[config.mk]
export PLATFORM = sky130hd
export DESIGN_NAME = dac_playback_ctrl
export DESIGN_NICKNAME = d
export VERILOG_FILES = /design/src/rtl/dac_pkg.sv /design/src/rtl/dac_sample_fifo.sv /design/src/rtl/dac_playback_ctrl.sv
export SDC_FILE = /design/constraint.sdc
export NUM_CORES = 1
export LEC_CHECK = 0
export BUFFER_PORTS_ARGS = -buffer_cell sky130_fd_sc_hd__buf_2
export CORE_MARGIN = 10
export CORE_UTILIZATION = 55
export CTS_BUF_LIST = sky130_fd_sc_hd__clkbuf_4 sky130_fd_sc_hd__clkbuf_8
export DETAILED_ROUTE_END_ITERATION = 8
export HOLD_SLACK_MARGIN = 0.1
export PLACE_DENSITY = 0.77
export SYNTH_ARGS = -nofsm -noshare
export SYNTH_HDL_FRONTEND = slang
export SYNTH_SLANG_ARGS = --single-unit
[constraint.sdc]
create_clock -name mclk -period 4.1 [get_ports mclk]
set_input_delay 0.41 -clock mclk [delete_from_list [all_inputs] [get_ports mclk]]
set_output_delay 0.41 -clock mclk [all_outputs]
set_load 0.005 [all_outputs]
[src/rtl/dac_pkg.sv]
//------------------------------------------------------------------------------
// Module  : dac_pkg
// Brief   : Shared types and constants for the DAC playback controller.
// Rev     : 1.0 - initial release
//------------------------------------------------------------------------------
`default_nettype none

package dac_pkg;

  typedef enum logic [1:0] {
    ST_IDLE  = 2'd0,
    ST_PRIME = 2'd1,
    ST_RUN   = 2'd2
  } dac_state_e;

  localparam logic [7:0] DAC_IDLE_CODE = 8'h80;
  // Smallest usable rate_div; yields the minimum period of two mclk cycles.
  localparam int         DAC_MIN_DIV   = 1;

endpackage

`default_nettype wire

[src/rtl/dac_sample_fifo.sv]
//------------------------------------------------------------------------------
// Module  : dac_sample_fifo
// Brief   : Synchronous sample FIFO, depth 2**ADDR_W, registered occupancy.
// Rev     : 1.0 - initial release
//------------------------------------------------------------------------------
`default_nettype none

module dac_sample_fifo #(
  parameter int ADDR_W = 4,
  parameter int DW     = 8
) (
  input  logic              clk_i,
  input  logic              rst_i,
  input  logic              push_i,
  input  logic [DW-1:0]     wr_data_i,
  input  logic              pop_i,
  output logic [DW-1:0]     rd_data_o,
  output logic              full_o,
  output logic              empty_o,
  output logic [ADDR_W:0]   level_o
);

  localparam int DEPTH = 1 << ADDR_W;

  logic [DW-1:0]     mem_q [DEPTH];
  logic [ADDR_W-1:0] wr_ptr_q, wr_ptr_d;
  logic [ADDR_W-1:0] rd_ptr_q, rd_ptr_d;
  logic [ADDR_W:0]   level_q, level_d;
  logic              w_push, w_pop;

  assign full_o    = (level_q == (ADDR_W+1)'(DEPTH));
  assign empty_o   = (level_q == '0);
  assign level_o   = level_q;
  assign rd_data_o = mem_q[rd_ptr_q];

  // A full FIFO refuses writes even when a pop frees a slot in the same cycle.
  assign w_push = push_i & ~full_o;
  assign w_pop  = pop_i & ~empty_o;

  always_comb begin
    wr_ptr_d = w_push ? wr_ptr_q + ADDR_W'(1) : wr_ptr_q;
    rd_ptr_d = w_pop  ? rd_ptr_q + ADDR_W'(1) : rd_ptr_q;
    level_d  = level_q;
    case ({w_push, w_pop})
      2'b10:   level_d = level_q + (ADDR_W+1)'(1);
      2'b01:   level_d = level_q - (ADDR_W+1)'(1);
      default: level_d = level_q;
    endcase
  end

  always_ff @(posedge clk_i) begin
    if (rst_i) begin
      wr_ptr_q <= '0;
      rd_ptr_q <= '0;
      level_q  <= '0;
    end else begin
      wr_ptr_q <= wr_ptr_d;
      rd_ptr_q <= rd_ptr_d;
      level_q  <= level_d;
    end
  end

  always_ff @(posedge clk_i) begin
    if (w_push) mem_q[wr_ptr_q] <= wr_data_i;
  end

endmodule

`default_nettype wire

[src/rtl/dac_playback_ctrl.sv]
//------------------------------------------------------------------------------
// Module  : dac_playback_ctrl
// Brief   : Buffers processor samples and plays them to the DAC at rate_div+1.
//           Optional underrun event counter when DAC_UNDERRUN_CNT_EN is defined.
// Rev     : 1.0 - initial release
//------------------------------------------------------------------------------
`default_nettype none

module dac_playback_ctrl
  import dac_pkg::*;
#(
  parameter int         ADDR_W    = 4,
  parameter int         DIV_W     = 16,
  parameter int         PRIME_LVL = 8,
  parameter logic [7:0] IDLE_CODE = DAC_IDLE_CODE
) (
  input  logic             mclk,
  input  logic             rst,
  input  logic             enable,
  input  logic [DIV_W-1:0] rate_div,
  input  logic [7:0]       wr_data,
  input  logic             wr_valid,
  output logic             wr_ready,
  output logic [ADDR_W:0]  level,
  output logic             running,
  output logic             underrun,
  input  logic             clr_underrun,
  output logic [7:0]       dac_data,
  output logic             dac_clk
`ifdef DAC_UNDERRUN_CNT_EN
  , output logic [15:0]    underrun_cnt
`endif
);

  localparam int              DEPTH       = 1 << ADDR_W;
  localparam int              PRIME_EFF_I = (PRIME_LVL > DEPTH) ? DEPTH : PRIME_LVL;
  localparam logic [ADDR_W:0] PRIME_EFF   = PRIME_EFF_I[ADDR_W:0];

  dac_state_e       state_q, state_d;
  logic [DIV_W-1:0] ph_q, ph_d;
  logic [DIV_W-1:0] lim_q, lim_d;
  logic [7:0]       dac_data_q, dac_data_d;
  logic             dac_clk_q, dac_clk_d;
  logic             underrun_q, underrun_d;
  logic             w_pop, w_urun_evt;
  logic [7:0]       w_head;
  logic             w_full, w_empty;
  logic [ADDR_W:0]  w_level;
  logic [DIV_W-1:0] w_lim_new;
  logic [DIV_W:0]   w_half;

  dac_sample_fifo #(.ADDR_W(ADDR_W), .DW(8)) u_fifo (
    .clk_i     (mclk),
    .rst_i     (rst),
    .push_i    (wr_valid),
    .wr_data_i (wr_data),
    .pop_i     (w_pop),
    .rd_data_o (w_head),
    .full_o    (w_full),
    .empty_o   (w_empty),
    .level_o   (w_level)
  );

  // lim holds P-1; zero divider is promoted to the minimum period.
  assign w_lim_new = (rate_div == '0) ? DIV_W'(DAC_MIN_DIV) : rate_div;
  assign w_half    = ({1'b0, lim_q} + (DIV_W+1)'(1)) >> 1;

  always_comb begin
    state_d    = state_q;
    ph_d       = ph_q;
    lim_d      = lim_q;
    dac_data_d = dac_data_q;
    dac_clk_d  = dac_clk_q;
    underrun_d = underrun_q & ~clr_underrun;
    w_pop      = 1'b0;
    w_urun_evt = 1'b0;
    if (!enable) begin
      state_d    = ST_IDLE;
      ph_d       = '0;
      dac_data_d = IDLE_CODE;
      dac_clk_d  = 1'b0;
    end else begin
      case (state_q)
        ST_IDLE: begin
          state_d    = ST_PRIME;
          ph_d       = '0;
          dac_data_d = IDLE_CODE;
          dac_clk_d  = 1'b0;
        end
        ST_PRIME: begin
          ph_d       = '0;
          dac_data_d = IDLE_CODE;
          dac_clk_d  = 1'b0;
          if ((w_level >= PRIME_EFF) || w_full) begin
            state_d = ST_RUN;
            lim_d   = w_lim_new;
          end
        end
        ST_RUN: begin
          dac_clk_d = (ph_q != '0) && ({1'b0, ph_q} <= w_half);
          if (ph_q == lim_q) begin
            ph_d  = '0;
            lim_d = w_lim_new;
          end else begin
            ph_d = ph_q + DIV_W'(1);
          end
          if (ph_q == '0) begin
            if (!w_empty) begin
              w_pop      = 1'b1;
              dac_data_d = w_head;
            end else begin
              w_urun_evt = 1'b1;
              underrun_d = 1'b1;
            end
          end
        end
        default: state_d = ST_IDLE;
      endcase
    end
  end

  always_ff @(posedge mclk) begin
    if (rst) begin
      state_q    <= ST_IDLE;
      ph_q       <= '0;
      lim_q      <= DIV_W'(DAC_MIN_DIV);
      dac_data_q <= IDLE_CODE;
      dac_clk_q  <= 1'b0;
      underrun_q <= 1'b0;
    end else begin
      state_q    <= state_d;
      ph_q       <= ph_d;
      lim_q      <= lim_d;
      dac_data_q <= dac_data_d;
      dac_clk_q  <= dac_clk_d;
      underrun_q <= underrun_d;
    end
  end

  assign wr_ready = ~w_full;
  assign level    = w_level;
  assign running  = (state_q == ST_RUN);
  assign underrun = underrun_q;
  assign dac_data = dac_data_q;
  assign dac_clk  = dac_clk_q;

`ifdef DAC_UNDERRUN_CNT_EN
  logic [15:0] cnt_q, cnt_d;

  // A new event in the clearing cycle leaves the count at exactly one.
  always_comb begin
    cnt_d = clr_underrun ? 16'd0 : cnt_q;
    if (w_urun_evt) begin
      if (clr_underrun)          cnt_d = 16'd1;
      else if (cnt_q != 16'hFFFF) cnt_d = cnt_q + 16'd1;
    end
  end

  always_ff @(posedge mclk) begin
    if (rst) cnt_q <= '0;
    else     cnt_q <= cnt_d;
  end

  assign underrun_cnt = cnt_q;
`endif

endmodule

`default_nettype wire

==> results of run 1 <==
flip-flops by register name (all words and copies together), names as in the netlist, named ones only:
register	cells
u_fifo.rd_ptr_q	4
dac_data	8
ph_q	16
lim_q	16
u_fifo.level_o	5
u_fifo.wr_ptr_q	4
dac_clk	1
state_q	2
underrun	1
u_fifo.mem_q	128
report_power, final:
part / switching (mW) / internal, mW / total [mW]
sequential: 0.0108 / 2.05 / 2.06
clock: 0.745 / 0.462 / 1.21
combinational: 0.0677 / 0.0400 / 0.108
cell usage after synthesis (all sizes together):
cell type	number
nand4	16
and4	3
nor4b	1
nand2b	6
edfxtp	128
a21oi	23
inv	16
and3b	1
nor4	9
nor3	12
nand3	16
and2	2
ha	28
nand2	37
a2bb2oi	1
xor2	23
buf	11
or3b	1
or3	1
and3	2
a41o	1
xnor2	26
a21o	4
a211oi	1
fa	1
nor3b	1
nor2b	5
o21ai	16
o211ai	1
or4	2
mux4	40
dfxtp	61
nor2	71
a211o	1
a31oi	3
clkbuf	16
mux2i	19
layout make-up:
type	instances	area, um2
clock buffers	17	234.0
flip-flops and latches	189	5066
repair buffers	49	255.2
well taps	188	235.2
fillers	1132	5961
clock inverters	15	165.2
multi-input cells	374	3113
inverters	16	60.06
cell usage in the layout (no fill, tap or decap), types with 6 or more instances in the layout:
master | synthesis | layout
sky130_fd_sc_hd__a21oi_1 | 23 | 23
sky130_fd_sc_hd__buf_2 | 4 | 45
sky130_fd_sc_hd__clkbuf_8 | 0 | 17
sky130_fd_sc_hd__dfxtp_1 | 61 | 60
sky130_fd_sc_hd__edfxtp_1 | 128 | 128
sky130_fd_sc_hd__ha_1 | 28 | 28
sky130_fd_sc_hd__inv_1 | 16 | 16
sky130_fd_sc_hd__mux2i_1 | 19 | 19
sky130_fd_sc_hd__mux4_2 | 35 | 35
sky130_fd_sc_hd__nand2_1 | 37 | 37
sky130_fd_sc_hd__nand2b_1 | 6 | 6
sky130_fd_sc_hd__nand3_1 | 16 | 16
sky130_fd_sc_hd__nand4_1 | 16 | 16
sky130_fd_sc_hd__nor2_1 | 71 | 71
sky130_fd_sc_hd__nor3_1 | 9 | 9
sky130_fd_sc_hd__nor4_1 | 8 | 8
sky130_fd_sc_hd__o21ai_0 | 14 | 14
sky130_fd_sc_hd__xnor2_1 | 26 | 26
sky130_fd_sc_hd__xor2_1 | 23 | 23
worst paths after layout:
| path | slack (ps) | cells past startpoint | to |
|---|---|---|---|
| max | 920 | 14 | u_fifo.level_o[4] |
| min | 190 | 3 | lim_q[5] |
| min reg2reg | 450 | 2 | dac_data[4] |
| max reg2reg | 920 | 14 | u_fifo.level_o[4] |
worst min-delay path, cell delays in order:
cell	delay (ps)
sky130_fd_sc_hd__buf_2	90
sky130_fd_sc_hd__mux2i_1	60
sky130_fd_sc_hd__nor2_1	70
per-stage QoR:
step	util [%]	std cells	total power, mW	setup WS, ps	hold WS (ps)
finish	60.50	848	3.376	924.9	188.8
global placement	57.85	816	2.205	1067	433.6
floorplan	-	606	2.157	1384	441.7
CTS	60.50	848	3.400	947.3	165.1
detailed placement	57.85	816	2.213	975.8	435.9
global route	60.50	848	3.489	589.0	176.0
cells by family (layout without fill, tap and decap cells):
logic type / after synthesis / in the layout
mux: 59 / 59
buf+inv: 43 / 97
simple gates: 186 / 186
compound gates: 51 / 51
xor+xnor: 49 / 49
fa+ha+maj: 29 / 29
flops: 189 / 189
per-layer routing:
metal,wire (um),part of all wire (%),track usage [%],vias to the layer above
met5,0,0,0,-
met4,323,1.9,6.609,0
met3,1038,6.0,3.663,30
met2,8513,49,28.65,173
met1,7548,43,23.20,2513
li1,-,-,-,2340
==> insert_results.sql, run 1 <==
INSERT INTO impl_metrics (metric_group, metric, value, unit) VALUES
('floorplanning', 'initial_core_util', '55.67', '%'),
('logic_synthesis', 'syn_inst', '606', ''),
('placed_design', 'dp_hpwl', '12.59', 'mm'),
('drt', 'wl_per_instance', '20.55', 'um'),
('sta', 'finalSetupViolCount', '0', ''),
('floorplanning', 'die_h', '143.6', 'um'),
('logic_synthesis', 'yosys_warnings', '0', ''),
('floorplanning', 'ioPinCount', '46', ''),
('cts', 'cts.htree.levels', '4', ''),
('logic_synthesis', 'synth-seq-area-share', '60.29', '%'),
('drt', 'detail_route.wirelength', '17.42', 'mm'),
('floorplanning', 'die_area', '20620', 'um2'),
('logic_synthesis', 'synth-compound-area-share', '3.411', '%'),
('worst_setup_path', 'chain_of_cells_forming_the_critical_path', 'inv_1, ha_1, nor4b_1, nand4_1, nor2_1, nand2_1, nor2_1, ha_1, ha_1, a21o_1, a21oi_1, xor2_1, or3_1, a21oi_1', ''),
('logic_synthesis', 'synth.area.mux_share', '13.21', '%'),
('layout', 'final_layout_size_suffix_gt1_share', '18.79', '%'),
('logic_synthesis', 'cell_accounting_for_the_most_synthesized_area', 'sky130_fd_sc_hd__edfxtp_1', ''),
('drt', 'vias_per_cell', '5.962', ''),
('floorplanning', 'chipWidth', '143.6', 'um'),
('logic_synthesis', 'synthesis.area', '8401', 'um2'),
('worst_setup_path', 'critPathArrivalTime', '3580', 'ps'),
('cts', 'clkSlewWorstSetupHoldPaths', '100', 'ps'),
('floorplanning', 'placeableCoreArea', '15090', 'um2'),
('cts', 'cts_root_buffer', 'sky130_fd_sc_hd__clkbuf_8', ''),
('sta', 'tns', '0', 'ps'),
('worst_setup_path', 'timing.critical_path.to_type', 'flop', ''),
('sta', 'finalMaxSlewViolations', '0', ''),
('global_route', 'grt.overflow.total', '0', ''),
('worst_setup_path', 'critical_path.startpoint', 'ph_q[0]', ''),
('worst_setup_path', 'crit_top_cell', 'sky130_fd_sc_hd__ha_1', ''),
('global_route', 'antenna_found_initial', '0', ''),
('pwr', 'pwr_density_cell', '369.8', 'nW/um2'),
('global_route', 'grt_pass1_wl', '27.88', 'mm'),
('layout', 'nNetsFinal', '705', ''),
('sta', 'grt_setup_unrepaired', 'no', ''),
('logic_synthesis', 'post_synth_and_or_nand_nor_area_fraction', '10.84', '%'),
('min_path', 'worstHoldStart', 'rate_div[5]', ''),
('cts', 'postCtsHoldBufs', '0', ''),
('flow_run', 'max_cap_violations', '0', ''),
('cts', 'cts-buffers-inserted', '17', ''),
('worst_setup_path', 'path_max_fanout', '5', ''),
('worst_setup_path', 'cp_num_buf_inv', '1', ''),
('worst_setup_path', 'critical-path-max-stage-delay', '380', 'ps'),
('worst_setup_path', 'timing.critical_path.required', '4510', 'ps'),
('sta', 'finalCriticalPeriod', '3175', 'ps'),
('sta', 'max_freq', '0.3150', 'GHz'),
('cts', 'postCtsResizedCells', '0', ''),
('drt', 'detailroute.via_count', '5056', ''),
('min_path', 'holdCritPathClass', 'in -> reg', ''),
('sta', 'count_of_final_hold_check_violations', '0', ''),
('sta', 'worstMarginPinSlew', '1271', 'ps'),
('logic_synthesis', 'synth-seq-cells', '189', ''),
('layout', 'antenna-diode-count', '0', ''),
('worst_setup_path', 'regToRegStartpoint', 'ph_q[0]', ''),
('drt', 'antenna_violating_nets_post_route', '0', ''),
('worst_setup_path', 'critPathTopFamily', 'simple AND/OR/NAND/NOR gates', ''),
('global_route', 'grt_pass1_vias', '5166', ''),
('logic_synthesis', 'area_share_of_fa_ha_maj_cells_after_synthesis', '4.409', '%'),
('layout', 'final_area', '9129', 'um2'),
('logic_synthesis', 'synth.top_cell.area_share', '45.76', '%'),
('layout', 'signed_area_change_from_the_synthesized_netlist_to_the_final_layout', '8.669', '%'),
('floorplanning', 'row_count', '45', ''),
('drt', 'first_pass_iters', '5', ''),
('logic_synthesis', 'largest_cells_by_area_after_synthesis', 'sky130_fd_sc_hd__edfxtp_1, sky130_fd_sc_hd__dfxtp_1, sky130_fd_sc_hd__mux4_2', ''),
('cts', 'max-clock-path-buffers', '2', ''),
('status', 'outcome', 'finished, final reports clean', ''),
('global_route', 'grt.total_usage', '17.75', '%'),
('pwr', 'power.ir.vdd_worst', '0.2895', 'mV'),
('global_route', 'grt_max_degree', '35', ''),
('sta', 'fin_worst_skew', '8.809', 'ps'),
('cts', 'cts_setup_buffers', '0', '');
No activity file was read; power rests on OpenSTA's default activity.
==> run 2, diff against run 1 <==
--- a/config.mk
+++ b/config.mk
@@ -5,13 +5,14 @@
 export SDC_FILE = /design/constraint.sdc
 export NUM_CORES = 1
 export LEC_CHECK = 0
+export ABC_AREA = 1
 export BUFFER_PORTS_ARGS = -buffer_cell sky130_fd_sc_hd__buf_2
 export CORE_MARGIN = 10
 export CORE_UTILIZATION = 55
 export CTS_BUF_LIST = sky130_fd_sc_hd__clkbuf_4 sky130_fd_sc_hd__clkbuf_8
 export DETAILED_ROUTE_END_ITERATION = 8
 export HOLD_SLACK_MARGIN = 0.1
-export PLACE_DENSITY = 0.77
+export PLACE_DENSITY = 0.8
 export SYNTH_ARGS = -nofsm -noshare
 export SYNTH_HDL_FRONTEND = slang
 export SYNTH_SLANG_ARGS = --single-unit
==> constraint.sdc (replaced) <==
create_clock -name mclk -period 2.9 [get_ports mclk]
set_input_delay 0.29 -clock mclk [delete_from_list [all_inputs] [get_ports mclk]]
set_output_delay 0.29 -clock mclk [all_outputs]
set_load 0.005 [all_outputs]
==> run 2 against run 1 <==
  * Synthesized cell count up 64%
  * Via count up 36%
  * Clock skew up 4.2 ps
  * Hold slack worse by 42 ps
  * Fmax up 21%
  * Critical path depth down 1
  * Sequential power up 44%
  * Design area up 11%
  * Critical path type unchanged
==> insert_results.sql, run 2 <==
INSERT INTO impl_metrics (metric_group, metric, value, unit) VALUES
('worst_setup_path', 'timing.critical_path.to_type', 'flop', ''),
('cts', 'cts_tree', 'yes', ''),
('min_path', 'min_delay_worst_endpoint', 'lim_q[7]', ''),
('sta', 'grt_setup_unrepaired', 'no', ''),
('placed_design', 'placed_cells', '1242', ''),
('global_route', 'grt_pass1_wl', '32.40', 'mm'),
('sta', 'finalCriticalPeriod', '2619', 'ps'),
('global_route', 'met1_usage', '23.64', '%'),
('floorplanning', 'row_count', '47', ''),
('global_route', 'antenna_found_initial', '0', ''),
('worst_setup_path', 'critical_path.startpoint_type', 'flop', ''),
('worst_setup_path', 'timing.rr.end', 'u_fifo.level_o[3]', ''),
('flow_run', 'max_cap_violations', '0', ''),
('worst_setup_path', 'setup.reg_to_reg.worst_slack', '280', 'ps'),
('logic_synthesis', 'yosys_warnings', '0', ''),
('logic_synthesis', 'synthesis.nets', '1049', ''),
('sta', 'finalSetupViolCount', '0', ''),
('logic_synthesis', 'number_of_synthesized_flops_with_an_enable_pin', '128', ''),
('placed_design', 'finalWeightedCongestion', '0.8883', ''),
('cts', 'cts_root_buffer', 'sky130_fd_sc_hd__clkbuf_8', ''),
('sta', 'layout_setup_ws', '280.9', 'ps'),
('logic_synthesis', 'synth-seq-area-share', '55.38', '%'),
('sta', 'finalMaxSlewViolations', '0', ''),
('sta', 'final.period_utilization', '90.31', '%'),
('logic_synthesis', 'synth-seq-cells', '189', ''),
('min_path', 'holdCritPathClass', 'in -> reg', ''),
('cts', 'clkSlewWorstSetupHoldPaths', '100', 'ps'),
('sta', 'final.hold.worst_slack', '146.5', 'ps'),
('floorplanning', 'die_area', '22190', 'um2'),
('cts', 'cts.htree.levels', '4', ''),
('layout', 'flip_flop_count_of_the_largest_register_after_layout', '128', ''),
('pwr', 'p_leak', '3.981', 'nW'),
('global_route', 'grt.overflow.total', '0', ''),
('logic_synthesis', 'asr_flop_ratio_synth', '0', '%'),
('global_route', 'grt_util_met2', '30.12', '%'),
('floorplanning', 'chipWidth', '149.0', 'um'),
('drt', 'post-route-drc-count', '0', ''),
('sta', 'max_slew_margin', '27.83', '%'),
('pwr', 'power.ir.vdd_worst', '0.2999', 'mV'),
('logic_synthesis', 'synthesis.area', '9146', 'um2'),
('logic_synthesis', 'postSynth.topFlopCell', 'sky130_fd_sc_hd__edfxtp_1', ''),
('layout', 'final_layout_size_suffix_gt1_share', '14.37', '%'),
('layout', 'utilization', '61.36', '%'),
('logic_synthesis', 'synth.top_cell.area_share', '42.02', '%'),
('cts', 'clk_latency', '460', 'ps'),
('floorplanning', 'placeableCoreArea', '16470', 'um2'),
('min_path', 'worstHoldStart', 'rate_div[7]', ''),
('layout', 'largest_registers', 'u_fifo.mem_q (128), lim_q (16), ph_q (16)', ''),
('worst_setup_path', 'path_max_fanout', '5', ''),
('drt', 'drt-initial-drc-count', '515', ''),
('drt', 'antenna_violating_nets_post_route', '0', ''),
('logic_synthesis', 'largest_cells_by_area_after_synthesis', 'sky130_fd_sc_hd__edfxtp_1, sky130_fd_sc_hd__dfxtp_1, sky130_fd_sc_hd__nand2_1', ''),
('placed_design', 'dp_hpwl', '13.99', 'mm'),
('placed_design', 'port-buffer-count', '45', ''),
('pwr', 'pwr_density_cell', '499.9', 'nW/um2'),
('global_route', 'grt.total_usage', '18.07', '%'),
('worst_setup_path', 'critPathArrivalTime', '2980', 'ps'),
('cts', 'max-clock-path-buffers', '2', ''),
('layout', 'registers.top_by_ff_count', 'u_fifo.mem_q', ''),
('layout', 'final_common_cell', 'sky130_fd_sc_hd__nand2_1', ''),
('layout', 'mostFrequentLayoutCells', 'sky130_fd_sc_hd__nand2_1, sky130_fd_sc_hd__edfxtp_1, sky130_fd_sc_hd__inv_1', ''),
('sta', 'fin_worst_skew', '13.03', 'ps'),
('logic_synthesis', 'synth_top_cells_by_count', 'sky130_fd_sc_hd__nand2_1, sky130_fd_sc_hd__edfxtp_1, sky130_fd_sc_hd__inv_1, sky130_fd_sc_hd__a21oi_1, sky130_fd_sc_hd__nor2_1', ''),
('worst_setup_path', 'regToRegStartpoint', 'ph_q[0]', ''),
('status', 'outcome', 'finished, final reports clean', ''),
('logic_synthesis', 'syn_avg_cell_area', '9.229', 'um2'),
('floorplanning', 'initial_core_util', '55.55', '%'),
('placed_design', 'detailedPlace.worstSlack', '163.5', 'ps'),
('sta', 'worstMarginPinSlew', '1081', 'ps'),
('sta', 'tns', '0', 'ps'),
('logic_synthesis', 'syn_inst', '991', ''),
('cts', 'clkSinkCount', '189', ''),
('min_path', 'holdPathStages', '4', ''),
('layout', 'nNetsFinal', '1103', ''),
('layout', 'finish.cell_count_without_fillers', '1278', ''),
('layout', 'signed_area_change_from_the_synthesized_netlist_to_the_final_layout', '10.46', '%'),
('floorplanning', 'ioPinCount', '46', ''),
('global_route', 'grt.busiest_layer', 'met2', ''),
('drt', 'first_pass_iters', '6', ''),
('sta', 'count_of_final_hold_check_violations', '0', ''),
('layout', 'antenna-diode-count', '0', ''),
('logic_synthesis', 'cell_accounting_for_the_most_synthesized_area', 'sky130_fd_sc_hd__edfxtp_1', ''),
('cts', 'cts-buffers-inserted', '17', ''),
('drt', 'detailroute.via_count', '6881', ''),
('worst_setup_path', 'critical_path.startpoint', 'ph_q[0]', ''),
('floorplanning', 'die_h', '149.0', 'um'),
('worst_setup_path', 'timing.critical_path.required', '3260', 'ps'),
('global_route', 'grt_max_degree', '57', ''),
('logic_synthesis', 'netlist-cell-type-count', '37', ''),
('drt', 'wl_per_instance', '15.46', 'um'),
('worst_setup_path', 'timing_worst_setup_path_type', 'reg -> reg', ''),
('global_route', 'met3_usage', '3.277', '%'),
('drt', 'vias_per_cell', '5.384', ''),
('logic_synthesis', 'yosysMostFrequentCell', 'sky130_fd_sc_hd__nand2_1', ''),
('worst_setup_path', 'register_to_register_path_depth', '13', ''),
('sta', 'max_freq', '0.3818', 'GHz'),
('global_route', 'grt_pass1_vias', '6668', ''),
('drt', 'detail_route.wirelength', '19.76', 'mm');
[run 2: worst max-delay path by stage]
stage                             end  slack (ps)  cells after the start
CTS                           dac_clk         150                     17
global placement              dac_clk         300                     18
floorplan                     dac_clk         540                     17
global route                  dac_clk          20                     17
finish              u_fifo.level_o[3]         280                     13
detailed placement            dac_clk         160                     17
[run 2: per-layer routing]
metal	share of wire, %	wire length, um
met1	44	8784
met2	48	9509
met3	6.5	1289
met4	0.89	176
met5	0	0
[run 2: through the flow]
| step | power [mW] | cell area (um2) |
|---|---|---|
| after CTS | 5.064 | 10080 |
| after global placement | 3.330 | 9646 |
| after global routing | 5.234 | 10100 |
| final | 5.050 | 10100 |
| after floorplan | 3.227 | 9146 |
| after detailed placement | 3.340 | 9646 |
[run 2: timing repair]
action | in CTS | in global routing
hold endpoints to repair | 3 | 0
hold buffers | 3 | 0
gates resized for setup | 0 | 5
buffers inserted | 0 | 1
endpoints found under the setup margin | 0 | 2
[run 2: logic make-up (layout without fill, tap and decap cells)]
family | count (synthesis) | count (layout) | share of synthesized area, %
and+or+nand+nor | 384 | 384 | 19.19
buffers and inverters | 168 | 235 | 7.333
adders and majority gates | 29 | 29 | 4.049
xor gates and xnor gates | 27 | 27 | 2.585
DFF | 189 | 189 | 55.38
AOI/OAI and AO/OA | 194 | 194 | 11.46
[run 2: layout make-up]
cell class                      instances  area (um2)
Clock buffer                           19       249.0
Clock inverter                         13       155.1
Fill cell                            1369        6362
Inverter                              135       509.2
Multi-Input combinational cell        634        3425
Sequential cell                       189        5072
Tap cell                              220       275.3
Timing Repair Buffer                   68       417.9
[run 2: report_power, final]
part           internal [mW]  switching [mW]
logic                  0.114           0.218
registers               2.92          0.0402
clock network          0.808           0.956
[run 2: worst max-delay path: stages (launching register included)]
cell,delay (ps)
sky130_fd_sc_hd__dfxtp_1,350
sky130_fd_sc_hd__inv_1,130
sky130_fd_sc_hd__ha_1,190
sky130_fd_sc_hd__nand3_1,80
sky130_fd_sc_hd__nor2_1,110
sky130_fd_sc_hd__nand2_1,120
sky130_fd_sc_hd__nor4_1,260
sky130_fd_sc_hd__ha_2,310
sky130_fd_sc_hd__ha_1,300
sky130_fd_sc_hd__a21o_1,200
sky130_fd_sc_hd__a31oi_1,190
sky130_fd_sc_hd__xnor2_1,90
sky130_fd_sc_hd__o21ai_0,150
sky130_fd_sc_hd__inv_1,50
